## config.mk

```make
export PLATFORM = sky130hd
export DESIGN_NAME = motion_sequencer
export DESIGN_NICKNAME = d
export VERILOG_FILES = /design/src/rtl/car_pkg.sv /design/src/rtl/track_debouncer.sv /design/src/rtl/motion_sequencer.sv
export SDC_FILE = /design/constraint.sdc
export NUM_CORES = 1
export LEC_CHECK = 0
export BUFFER_PORTS_ARGS = -buffer_cell sky130_fd_sc_hd__buf_2
export CAP_MARGIN = 25
export CORE_ASPECT_RATIO = 0.6
export CORE_UTILIZATION = 69
export DETAILED_ROUTE_END_ITERATION = 10
export PLACE_DENSITY = 0.86
export RECOVER_POWER = 50
export SYNTH_ARGS = -nofsm -noshare
export SYNTH_HDL_FRONTEND = slang
export SYNTH_SLANG_ARGS = --single-unit
export TNS_END_PERCENT = 10
```

## constraint.sdc

```tcl
create_clock -name clk -period 14.81 [get_ports clk]
set_input_delay 1.481 -clock clk [delete_from_list [all_inputs] [get_ports clk]]
set_output_delay 1.481 -clock clk [all_outputs]
set_load 0.005 [all_outputs]
```

## src/rtl/car_pkg.sv

```systemverilog
// Shared encodings for the line-following car: motion modes, tracker codes and the
// duty ramp helper reused by the motor driver.
package car_pkg;

    typedef enum logic [2:0] {
        ModeIdle    = 3'd0,
        ModeFwd     = 3'd1,
        ModeLeft    = 3'd2,
        ModeRight   = 3'd3,
        ModeSearch  = 3'd4,
        ModeLost    = 3'd5,
        ModeBlocked = 3'd6
    } mode_e;

    localparam logic [1:0] TRK_LOST  = 2'b00;
    localparam logic [1:0] TRK_LEFT  = 2'b01;
    localparam logic [1:0] TRK_RIGHT = 2'b10;
    localparam logic [1:0] TRK_FWD   = 2'b11;

    // Move cur toward tgt by at most step, never overshooting.
    function automatic int unsigned ramp_toward(input int unsigned cur, input int unsigned tgt,
                                                input int unsigned step);
        int unsigned diff;
        if (tgt > cur) begin
            diff = tgt - cur;
            return cur + ((diff > step) ? step : diff);
        end
        diff = cur - tgt;
        return cur - ((diff > step) ? step : diff);
    endfunction

endpackage

```

## src/rtl/track_debouncer.sv

```systemverilog
// Accepts a new 2-bit tracker code only once it has been stable for DEBOUNCE cycles.
module track_debouncer #(
    parameter int unsigned DEBOUNCE = 1000
) (
    input  logic       clk,
    input  logic       reset,
    input  logic [1:0] in,
    output logic [1:0] out
);
    localparam int unsigned CW = $clog2(DEBOUNCE);

    logic [1:0]    r_cand;
    logic [CW-1:0] r_cnt;
    logic [1:0]    r_out;

    always_ff @(posedge clk or posedge reset) begin
        if (reset) begin
            r_cand <= 2'b00;
            r_cnt  <= '0;
            r_out  <= 2'b00;
        end else if (in != r_cand) begin
            r_cand <= in;
            r_cnt  <= '0;
        end else if (r_cnt != CW'(DEBOUNCE - 1)) begin
            r_cnt <= r_cnt + CW'(1);
            // Accept on the edge where the count lands on DEBOUNCE-1.
            if (r_cnt == CW'(DEBOUNCE - 2)) r_out <= r_cand;
        end
    end

    assign out = r_out;

endmodule

```

## src/rtl/motion_sequencer.sv

```systemverilog
// Line-following motion controller: debounced tracker code drives a mode FSM, each wheel's
// duty ramps toward a mode target (reversing only through zero) and feeds a shared PWM.
module motion_sequencer
    import car_pkg::*;
#(
    parameter int unsigned DEBOUNCE       = 1000,
    parameter int unsigned SEARCH_TIMEOUT = 50_000_000,
    parameter int unsigned PWM_BITS       = 8,
    parameter int unsigned RAMP_DIV       = 256,
    parameter int unsigned RAMP_STEP      = 16,
    parameter int unsigned FWD_DUTY       = 200,
    parameter int unsigned TURN_OUT_DUTY  = 160,
    parameter int unsigned TURN_IN_DUTY   = 40,
    parameter int unsigned SEARCH_DUTY    = 100
) (
    input  logic       clk,
    input  logic       reset,
    input  logic [1:0] track_state,
    input  logic       enable,
    input  logic       obstacle,
    output logic       left_pwm,
    output logic       right_pwm,
    output logic       left_dir,
    output logic       right_dir,
    output logic [2:0] mode
);
    localparam int unsigned SW = $clog2(SEARCH_TIMEOUT + 1);
    localparam int unsigned RW = $clog2(RAMP_DIV + 1);

    logic [1:0]          w_code;
    mode_e               r_mode;
    logic [SW-1:0]       r_search_cnt;
    logic                r_last_right;
    logic [RW-1:0]       r_ramp_cnt;
    logic                w_tick;
    logic [PWM_BITS-1:0] r_pwm_cnt;
    logic [PWM_BITS-1:0] r_left_duty, r_right_duty;
    logic                r_left_dir, r_right_dir;
    logic                r_left_pwm, r_right_pwm;
    logic [PWM_BITS-1:0] w_left_tgt_duty, w_right_tgt_duty;
    logic                w_left_tgt_dir, w_right_tgt_dir;

    track_debouncer #(.DEBOUNCE(DEBOUNCE)) u_debouncer (
        .clk   (clk),
        .reset (reset),
        .in    (track_state),
        .out   (w_code)
    );

    always_ff @(posedge clk or posedge reset) begin
        if (reset) begin
            r_mode       <= ModeIdle;
            r_search_cnt <= '0;
            r_last_right <= 1'b0;
        end else if (obstacle) begin
            r_mode <= ModeBlocked;
        end else if (!enable) begin
            r_mode <= ModeIdle;
        end else if (r_mode != ModeLost) begin
            case (w_code)
                TRK_FWD: r_mode <= ModeFwd;
                TRK_LEFT: begin
                    r_mode       <= ModeLeft;
                    r_last_right <= 1'b0;
                end
                TRK_RIGHT: begin
                    r_mode       <= ModeRight;
                    r_last_right <= 1'b1;
                end
                default: begin
                    if (r_mode != ModeSearch) begin
                        r_mode       <= ModeSearch;
                        r_search_cnt <= '0;
                    end else if (r_search_cnt == SW'(SEARCH_TIMEOUT - 1)) begin
                        r_mode <= ModeLost;
                    end else begin
                        r_search_cnt <= r_search_cnt + SW'(1);
                    end
                end
            endcase
        end
    end

    always_comb begin
        w_left_tgt_dir   = 1'b1;
        w_right_tgt_dir  = 1'b1;
        w_left_tgt_duty  = '0;
        w_right_tgt_duty = '0;
        case (r_mode)
            ModeFwd: begin
                w_left_tgt_duty  = PWM_BITS'(FWD_DUTY);
                w_right_tgt_duty = PWM_BITS'(FWD_DUTY);
            end
            ModeLeft: begin
                w_left_tgt_duty  = PWM_BITS'(TURN_IN_DUTY);
                w_right_tgt_duty = PWM_BITS'(TURN_OUT_DUTY);
            end
            ModeRight: begin
                w_left_tgt_duty  = PWM_BITS'(TURN_OUT_DUTY);
                w_right_tgt_duty = PWM_BITS'(TURN_IN_DUTY);
            end
            ModeSearch: begin
                // Spin in place toward the side the line was last seen on.
                w_left_tgt_duty  = PWM_BITS'(SEARCH_DUTY);
                w_right_tgt_duty = PWM_BITS'(SEARCH_DUTY);
                w_left_tgt_dir   = r_last_right;
                w_right_tgt_dir  = !r_last_right;
            end
            default: ;
        endcase
    end

    assign w_tick = (r_ramp_cnt == RW'(RAMP_DIV - 1));

    always_ff @(posedge clk or posedge reset) begin
        if (reset) r_ramp_cnt <= '0;
        else       r_ramp_cnt <= w_tick ? '0 : r_ramp_cnt + RW'(1);
    end

    always_ff @(posedge clk or posedge reset) begin
        if (reset) begin
            r_left_duty <= '0;
            r_left_dir  <= 1'b1;
        end else if (obstacle) begin
            r_left_duty <= '0;
        end else if (w_tick) begin
            if (w_left_tgt_dir != r_left_dir) begin
                if (r_left_duty != '0)
                    r_left_duty <= PWM_BITS'(ramp_toward(32'(r_left_duty), 0, RAMP_STEP));
                else
                    r_left_dir <= w_left_tgt_dir;
            end else begin
                r_left_duty <= PWM_BITS'(ramp_toward(32'(r_left_duty), 32'(w_left_tgt_duty),
                                                     RAMP_STEP));
            end
        end
    end

    always_ff @(posedge clk or posedge reset) begin
        if (reset) begin
            r_right_duty <= '0;
            r_right_dir  <= 1'b1;
        end else if (obstacle) begin
            r_right_duty <= '0;
        end else if (w_tick) begin
            if (w_right_tgt_dir != r_right_dir) begin
                if (r_right_duty != '0)
                    r_right_duty <= PWM_BITS'(ramp_toward(32'(r_right_duty), 0, RAMP_STEP));
                else
                    r_right_dir <= w_right_tgt_dir;
            end else begin
                r_right_duty <= PWM_BITS'(ramp_toward(32'(r_right_duty), 32'(w_right_tgt_duty),
                                                      RAMP_STEP));
            end
        end
    end

    always_ff @(posedge clk or posedge reset) begin
        if (reset) begin
            r_pwm_cnt   <= '0;
            r_left_pwm  <= 1'b0;
            r_right_pwm <= 1'b0;
        end else begin
            r_pwm_cnt   <= r_pwm_cnt + PWM_BITS'(1);
            r_left_pwm  <= (r_pwm_cnt < r_left_duty);
            r_right_pwm <= (r_pwm_cnt < r_right_duty);
        end
    end

    assign left_pwm  = r_left_pwm;
    assign right_pwm = r_right_pwm;
    assign left_dir  = r_left_dir;
    assign right_dir = r_right_dir;
    assign mode      = r_mode;

endmodule

```

Yosys cells after proc, flatten, opt, wreduce, memory -nomap -nowiden --
Index checks and enable logic that the tools add are counted.
Cells by class: add/subtract/negate cells 14, equal/unequal tests 21, bitwise gates (word level) 5, magnitude comparators 10, multiplexer cells 42, reductions and logical operators 15
Operator list (count):
- 8-bit two-way mux | 18
- 32-bit by 5-bit > comparator with 1-bit output, second input constant | 4
- 8-bit one-hot mux with 4 select lines | 2
- 26-bit two-way mux | 2
- 8-bit by 8-bit subtractor with 9-bit output | 4
- 8-bit subtractor | 4
- 26-bit by 1-bit adder with 26-bit output, second input constant | 1
- 26-bit equality test, second input constant | 1
- 10-bit two-way mux | 2
- 8-bit adder | 2
- 8-bit by 5-bit > comparator with 1-bit output, second input constant | 2
- 8-bit > comparator | 2
- 8-bit less-than comparator | 2
- 8-bit nonzero test | 2
- 3-bit two-way mux | 5
- 4-bit AND reduction | 3
- 10-bit by 1-bit adder with 10-bit output, second input constant | 1
- 10-bit equality test, second input constant | 1
- 1-bit two-way mux | 10
- 10-bit != test, second input constant | 1
- 9-bit by 1-bit adder with 9-bit output, second input constant | 1
- 9-bit by 8-bit equality test with 1-bit output, second input constant | 1
- 9-bit two-way mux | 1
- 3-bit one-hot mux with 3 select lines | 1
- 21 further kinds | 34
Word-level totals: output and inout port bits 7, logic and storage cells 121, register bits after elaboration 81, input port bits 6

Depth between registers and ports, before layout --
Gate-level depths: netlist (run 1).
depth in word-level cells 11, mapped depth 24, gate-level depth less buffers 23

Hierarchy --
Synthesis (run 1) repeated with hierarchy kept, for this count alone.
Second synthesis, totals: cell total of the unflattened synthesis 743, area total of the unflattened synthesis 6443.7 sq um
By module, submodules not included:
- motion_sequencer | area an instance 5770.5 sq um, sequential area each 1679.1 sq um, instances 1, cells an instance 679
- track_debouncer | area an instance 673.1 sq um, sequential area each 350.3 sq um, instances 1, cells an instance 64

Worst setup path after synthesis (run 1) --
Ideal clock, no wire load.
kind register to register, start point reg r_mode[2], in the netlist mode[2], end point reg r_right_duty[7], arrival time 4574 ps, library setup time 132 ps, clock period less this slack 4706 ps, path buffers 2, stages on the path, launching flop included 23, path slack 10104 ps, data required time 14678 ps, cells stage by stage dfrtp_1 -> nor3b_4 -> buf_6 -> a21oi_1 -> inv_1 -> ha_1 -> clkbuf_1 -> nor2b_1 -> nand2_1 -> a221o_1 -> a211oi_2 -> and3_1 -> nand2_1 -> ha_1 -> a31o_1 -> a211o_1 -> ha_1 -> and3_1 -> a21oi_1 -> a31oi_1 -> nor2b_1 -> a21oi_1 -> nand4_1
On the way: word-level cells in the longest chain between the ends 11, elaborated cells on any way between the ends 27, classes of those cells add/sub: 4; order compare: 3; eq/ne: 6; mux: 13; reduce/logical: 1
RTL lines:
- start: declaration | RTL line motion_sequencer.sv:31 | mode_e r_mode;
- start signal: assignment | RTL line motion_sequencer.sv:52 | r_mode <= ModeIdle;
- start signal: assignment | RTL line motion_sequencer.sv:56 | r_mode <= ModeBlocked;
- start signal: assignment | RTL line motion_sequencer.sv:58 | r_mode <= ModeIdle;
- 3-bit equality test (tied with other cells) | RTL line motion_sequencer.sv:89 | case (r_mode)
- 8-bit one-hot mux with 4 select lines | RTL line motion_sequencer.sv:89
- 8-bit by 8-bit subtractor with 9-bit output or 8-bit > comparator (tied branches) | RTL line car_pkg.sv:25, car_pkg.sv:24
- 32-bit by 5-bit > comparator with 1-bit output or 1-bit two-way mux (tied branches) | RTL line car_pkg.sv:26, car_pkg.sv:24
- 8-bit two-way mux or 1-bit two-way mux (tied branches) | RTL line car_pkg.sv:26, motion_sequencer.sv:146
- 8-bit adder or 1-bit two-way mux (tied branches) | RTL line car_pkg.sv:26, motion_sequencer.sv:145
- 8-bit two-way mux or 1-bit two-way mux (tied branches) | RTL line car_pkg.sv:24, motion_sequencer.sv:143
- 8-bit two-way mux | RTL line car_pkg.sv:28 | diff = cur - tgt;
- 8-bit two-way mux | RTL line motion_sequencer.sv:146 | if (w_right_tgt_dir != r_right_dir) begin
- 8-bit two-way mux | RTL line motion_sequencer.sv:145 | end else if (w_tick) begin
- 8-bit two-way mux | RTL line motion_sequencer.sv:143 | end else if (obstacle) begin
- end signal: assignment | RTL line motion_sequencer.sv:148 | r_right_duty <= PWM_BITS'(ramp_toward(32'(r_right_duty), 0, RAMP_STEP));
- end signal: assignment | RTL line motion_sequencer.sv:152 | r_right_duty <= PWM_BITS'(ramp_toward(32'(r_right_duty), 32'(w_right_tgt_duty),
- end: declaration | RTL line motion_sequencer.sv:37 | logic [PWM_BITS-1:0] r_left_duty, r_right_duty;
Parallel ways exist; a longest one is shown, timed or not. The select of a mux whose other input is x is not followed. A chain may end at the register's enable or synchronous reset.

Worst setup path after layout (run 1) --
start point reg r_mode[0], in the netlist mode[0], end point reg r_right_duty[7]
Same word-level chain as after synthesis.

==> summary.txt, run 1 <==
Synthesis
  • Fraction of registers with async set or reset after synthesis: 1.00
  • Syn nets: approximately 850
  • FF+latch count, synth: 81
  • Post-synthesis sequential area ratio: 0.301
  • Post-synthesis compound-gate area fraction: 0.187
  • Syn Inst Count: 785
  • Synth Area in Simple Gates: 0.260
  • Distinct cells, synth: 80
  • Synth Flop Type: dfrtp_1
  • Mux cell area share after synthesis: 0.00928
  • Post-Synth Adder-Cell Area: 0.118
  • Synth Warn #: 0
  • Largest family of logic cells by synthesized area: simple AND/OR/NAND/NOR gates
  • Mapped cell area: 6740 sq um
  • Synth Area per Inst: 8.58 sq um
  • Number of synthesized flops with an enable pin: 0
  • Post-synthesis xor/xnor area fraction: 0.0819

Floorplan
  • Die Width: around 130 um
  • Die Ht: about 79 um
  • Initial Util: 0.723
  • Die area: 10200 sq um
  • I/O Pins: 13
  • Core footprint: between 9000 and 10000 sq um
  • Rows: 27

Layout
  • N_diodes: 0
  • Util after Layout: 0.764
  • Area growth, synth to finish: 5.66%
  • Final std cells w/o fill: 917
  • Nets: 849
  • Share of cells above drive strength 1: 0.0635
  • Number of fill cells: 665
  • Post-route cell area: roughly 7000 sq um

STA
  • Slew @ Worst Pin: 3.88 ns
  • Post-layout minimum cycle time: between 5 and 6 ns
  • RSZ-0062 raised after global routing: no
  • Total Negative Setup Slacks: 0 ns
  • Peak Freq: 173 MHz
  • Final setup violation count: 0
  • Final Max Slew Viols: 75
  • Final Hold Violating Endpoints: 0
  • Final setup margin: 9.04 ns
  • Max_slew headroom: -1.59
  • Ratio of final minimum period to clock period: 0.389
  • Layout Skew: 0.00587 ns

Detailed routing
  • Initial drt markers: 698
  • Routed wire length: between 15 and 20 mm
  • Remaining antenna violation count: 0
  • Drc violations: 0
  • Pre-antenna DRT Iters: 6
  • Detailed-route vias per instance: 6.78
  • Wire per inst: between 15 and 20 um
  • Vias: 6217

Worst setup path
  • Crit path capture type: flip-flop
  • Crit. path cell count: 20
  • Delay-heaviest family, CP: simple AND/OR/NAND/NOR gates
  • WP data arrival: between 6 and 7 ns
  • CP startpoint: mode[0]
  • Critical R2R Launch: mode[0]
  • R2R setup slack: 9.04 ns
  • CP max stage delay: between 0.7 and 0.8 ns
  • WP data required: between 15 and 20 ns
  • Reg2Reg Depth: 20
  • Worst setup path class: reg -> reg
  • CP Cell Sequence: nor3b_4 -> a21oi_1 -> inv_1 -> ha_1 -> nor2b_1 -> and3_1 -> mux2i_1 -> a211oi_2 -> and3_1 -> nand2_1 -> ha_1 -> a31o_1 -> a211o_1 -> ha_1 -> and3_1 -> a21oi_1 -> a31oi_1 -> nor2b_1 -> a21oi_1 -> nand4_1
  • Slowest-stage cell, CP: nor3b_4
  • Worst path bufs/invs: 1
  • R2R Path End: r_right_duty[7]
  • Crit path max fanout: 14
  • CP startpoint kind: flip-flop

Run
  • Max Cap Viol: 1

CTS
  • CTS Sinks: 81
  • Setup Fix Bufs, Post-CTS: 0
  • CTS buffer count: 9
  • Resized cells post-CTS: 0
  • Clock-pin slew on the worst setup and hold paths: 0.06 ns
  • H-tree depth: 3
  • Root Buffer: clkbuf_16
  • Max clock buf depth: 2
  • Clock latency on the worst-skew pair: 0.34 ns
  • TritonCTS clock tree: done
  • Hold_buf cts: 0

Power and ir drop
  • Clock group share of total power: 0.404
  • Seq pwr share: 0.414
  • Sw Ratio: 0.283
  • Combinational power share: 0.182
  • Net Sw Power: between 0.15 and 0.2 mW
  • Worst VDD drop: 0.0748 mV
  • Int Pwr: between 0.3 and 0.4 mW
  • PwrDens: 76.5 nW/um^2
  • LEAKAGE: 3.04 nW

Global routing
  • Initial antenna violation count: 0
  • Total gr overflow: 0
  • Largest net degree at the start of global routing: 82
  • Vias in the first global route: 5782
  • GR Util All Layers: 0.364
  • First-pass GRT wire length: 28.7 mm

Placed design
  • Placed insts: 900
  • Post-Place Worst Slack: around 9.2 ns
  • DP Area: roughly 6800 sq um
  • Buffers on Ports: 12
  • DP Wirelength: 13.0 mm
  • Placer congestion estimate: between 0.9 and 1

Min path
  • Hold Crit Depth: 1
  • Hold Crit Class: reg -> reg
  • Hold Crit Endpoint: r_ramp_cnt[8]
  • Hold_sp: r_ramp_cnt[8]

Run status
  • Failing checks: capacitance limit, slew limit
  • Outcome: finished with violations
cell type report:
cell class	count	area [sq um]	area share
Clock inverter	5	56.3	0.00791
Multi-Input combinational cell	635	4420	0.621
Timing Repair Buffer	15	68.8	0.00966
Sequential cell	81	2030	0.285
Clock buffer	11	233	0.0327
Inverter	40	151	0.0213
Tap cell	130	163	0.0228
cells in the final DEF (no fill, tap or decap), types with 15 or more instances in the layout:
cell,instances
nor2b_1,15
a21oi_1,38
xor2_1,22
nor2_1,81
dfrtp_1,79
inv_1,39
xnor2_1,41
and3_1,18
nand2_1,57
o21ai_0,32
nand3_1,41
nor3_1,19
ha_1,57
cells by family (layout without fill, tap and decap cells):
family / Yosys count / in the layout
and+or+nand+nor: 324 / 324
AOI/OAI and AO/OA: 181 / 181
DFF: 81 / 81
buffers and inverters: 69 / 71
xor gates and xnor gates: 63 / 63
adders and majority gates: 61 / 61
muxes: 6 / 6
how the worst max path moves through the flow:
stage                      end
6_report       r_right_duty[7]
3_3_place_gp   r_right_duty[7]
4_1_cts         r_left_duty[6]
5_1_grt        r_right_duty[7]
2_1_floorplan  r_right_duty[7]
3_5_place_dp   r_right_duty[7]
metrics by stage:
stage               hold WS, ns  power [mW]
floorplan                 0.455       0.305
global placement          0.469       0.321
detailed placement        0.477       0.325
CTS                       0.490       0.540
global route              0.508       0.564
finish                    0.491       0.544
layer usage:
layer  share of wire  GRT usage  vias to the layer above  routed length, um
li1                -          -                     2826                  -
met1            0.44      0.510                     2986               7770
met2            0.45      0.571                      358               7880
met3           0.095     0.0825                       47               1670
met4           0.017     0.0802                        0                299
met5               0          0                        -                  0
cells in the mapped netlist, drive strengths merged, types with 7 or more instances:
master	count	area (sq um)
nand4	11	68.8
nand2b	12	75.1
a211oi	13	108
nor3	19	95.1
nand2	57	214
o21a	13	97.6
nor3b	7	63.8
inv	40	150
nor2	81	304
clkbuf	21	80.1
a21oi	39	199
ha	57	713
xor2	22	193
nor2b	15	93.8
and3	18	113
xnor2	41	359
o21ai	35	175
a21o	13	97.6
buf	8	60.1
or3	10	62.6
nor4	9	56.3
dfrtp	79	1980
nand3	42	215
a31oi	11	75.1
state kept, by name, indices dropped and copies added, names as in the netlist:
name / cells
mode: 3
left_dir: 1
r_last_right: 1
r_ramp_cnt: 9
r_left_duty: 8
left_pwm: 1
right_pwm: 1
u_debouncer.r_cand: 2
right_dir: 1
r_right_duty: 8
u_debouncer.out: 2
r_pwm_cnt: 8
r_search_cnt: 26
u_debouncer.r_cnt: 10
power groups by stage:
stage | Combinational (mW) | Sequential, mW | Clock (mW)
after floorplan | 0.0764 | 0.228 | 0
after global placement | 0.0918 | 0.229 | 0
after detailed placement | 0.0955 | 0.229 | 0
after CTS | 0.0965 | 0.225 | 0.218
after global routing | 0.108 | 0.226 | 0.230
final | 0.0993 | 0.225 | 0.220
(Power assumes the default switching activity.)
==> run 2: changes to the inputs <==
- CORE_UTILIZATION: 69 -> 64
- PLACE_DENSITY: 0.86 -> 0.81
- clock period: 14.81 -> 5.8 ns (I/O delays scaled with it)
==> run 2 against run 1 <==
  * The flow still finishes with violations (capacitance limit, slew limit)
  * Total power grew to 2.7 times the previous value
  * Non-clock buffer count grew 2
  * Fmax grew 4.0%
  * Clock-buffer cell count shrank 2
  * First-iteration DRC count shrank 16%
  * Combinational power grew to 2.6 times the previous value
  * Final area grew 1.1%
  * Critical endpoint is now r_left_duty[7]
  * Largest power group is now clock
  * Clock skew grew 0.0048 ns
  * Cell count grew 0.76%
  * Worst hold slack lost 0.18 ns
==> summary.txt, run 2 (same netlist as run 1, synthesis figures left out) <==
Floorplan
  • Initial Util: 0.670
  • Die area: 11000 sq um
  • Die Width: 134 um
  • Die Ht: 81.5 um
  • I/O Pins: 13
  • Core footprint: 10100 sq um
  • Rows: 28

Layout
  • Commonest non-fill, non-tap cell in the layout: nor2_1
  • Area growth, synth to finish: 6.81%
  • Biggest regs: r_search_cnt (26), u_debouncer.r_cnt (10), r_ramp_cnt (9)
  • Register Area: 2030 sq um
  • Footprint of the multi-input gates: 4420 sq um
  • Top reg by flops: r_search_cnt
  • Most frequent cells in the layout: 81 x nor2_1, 77 x dfrtp_1, 57 x nand2_1, 57 x ha_1
  • N_diodes: 0
  • Share of cells above drive strength 1: 0.0722
  • Final std cells w/o fill: 924
  • Nets: 851
  • Max reg flops: 26
  • Number of fill cells: 738

Detailed routing
  • Initial drt markers: 585
  • Remaining antenna violation count: 0
  • Routed wire length: 16.7 mm
  • Wire per inst: 18.1 um
  • Detailed-route vias per instance: 6.60
  • Pre-antenna DRT Iters: 5
  • Drc violations: 0
  • Vias: 6094

STA
  • Final setup margin: 0.254 ns
  • Final Max Slew Viols: 74
  • Ratio of final minimum period to clock period: 0.956
  • Layout Skew: 0.0107 ns
  • Max_slew headroom: -1.54
  • Final setup violation count: 0
  • Post-layout minimum cycle time: roughly 5.5 ns
  • Final Hold Violating Endpoints: 0
  • Slew @ Worst Pin: 3.81 ns
  • Peak Freq: approximately 180 MHz
  • Total Negative Setup Slacks: 0 ns
  • Final hold slack: roughly 0.31 ns
  • RSZ-0062 raised after global routing: no

CTS
  • Clock latency on the worst-skew pair: ~0.35 ns
  • TritonCTS clock tree: done
  • H-tree depth: 3
  • Root Buffer: clkbuf_16
  • CTS buffer count: 9
  • Hold_buf cts: 0
  • CTS Sinks: 81
  • Max clock buf depth: 2
  • Clock-pin slew on the worst setup and hold paths: around 0.070 ns

Global routing
  • Total gr overflow: 0
  • Largest net degree at the start of global routing: ~80
  • Initial antenna violation count: 0
  • Vias in the first global route: 5466
  • First-pass GRT wire length: 27.7 mm
  • GR Util All Layers: 0.321

Power and ir drop
  • Total Power: 1.47 mW
  • LEAKAGE: 3.08 nW
  • PwrDens: 204 nW/um^2
  • Worst VDD drop: 0.169 mV

Placed design
  • DP Wirelength: 12.3 mm
  • Placed insts: 907
  • Post-Place Worst Slack: 0.341 ns
  • Buffers on Ports: 12
  • Placer congestion estimate: 0.969

Worst setup path
  • R2R setup slack: 0.25 ns
  • Crit path max fanout: 11
  • CP startpoint kind: flip-flop
  • Crit path capture type: flip-flop
  • CP startpoint: mode[2]
  • Worst setup path class: reg -> reg
  • R2R Path End: r_left_duty[7]
  • Reg2Reg Depth: 21
  • CP Capture Point: r_left_duty[7]
  • WP data arrival: 5.82 ns
  • WP data required: 6.07 ns
  • Critical R2R Launch: mode[2]

Run status
  • Failing checks: capacitance limit, slew limit
  • Outcome: finished with violations

Min path
  • Hold Crit Class: in -> async

Run
  • Max Cap Viol: 1
[run 2: where the power goes]
| part | internal, mW | switching (mW) | total, mW | leakage (nW) |
|---|---|---|---|---|
| Combinational | 0.0971 | 0.158 | 0.256 | 1.85 |
| Sequential | 0.568 | 0.00715 | 0.575 | 1.07 |
| Clock | 0.387 | 0.254 | 0.640 | 0.165 |
| Total | 1.05 | 0.419 | 1.47 | 3.08 |
[run 2: how the worst min path moves through the flow]
stage | startpoint | endpoint | slack, ns
3_5_place_dp | r_ramp_cnt[8] | r_ramp_cnt[8] | 0.48
6_report | reset | r_ramp_cnt[4] | 0.31
3_3_place_gp | r_ramp_cnt[8] | r_ramp_cnt[8] | 0.47
4_1_cts | track_state[1] | u_debouncer.r_cand[1] | 0.35
2_1_floorplan | r_ramp_cnt[0] | r_ramp_cnt[0] | 0.45
5_1_grt | reset | r_ramp_cnt[4] | 0.36
[run 2: metrics by stage]
stage | area (sq um) | utilization
6_report | 7200 | 0.716
5_1_grt | 7200 | 0.716
4_1_cts | 7200 | 0.716
3_5_place_dp | 6860 | 0.682
3_3_place_gp | 6860 | 0.682
2_1_floorplan | 6740 | -
[run 2: critical path, cell delays in order (launching register included)]
cell and delay, ns:
dfrtp_1 0.50, inv_1 0.13, nand2_1 0.20, a21o_1 0.20, inv_1 0.08, ha_1 0.40, a21oi_1 0.31, a31o_2 0.21
o311ai_0 0.19, nand2b_1 0.25, nor4_1 0.39, nand2_1 0.11, ha_1 0.26, or2_2 0.30, mux2i_1 0.24, a211oi_1 0.10
ha_1 0.38, o2111ai_1 0.16, a31oi_1 0.38, nand2_1 0.09, or4b_1 0.51, nand4_1 0.08
[run 2: what timing repair did]
item                                    in CTS  in global routing
endpoints found under the setup margin       0                  1
buffers inserted                             0                  0
resized for setup                            0                  2
[run 2: metal layers]
layer	GRT usage	wire length [um]
met5	0	0
met4	0.0843	294
met3	0.0562	1350
met2	0.488	7320
met1	0.472	7720
[run 2: final cells by class]
cell class	instances	share of cell area
timing repair buffer	17	0.0122
clock buffer	9	0.0313
multi-input combinational	635	0.614
sequential	81	0.282
inverter	40	0.0210
clock inverter	7	0.0158
tap	135	0.0235
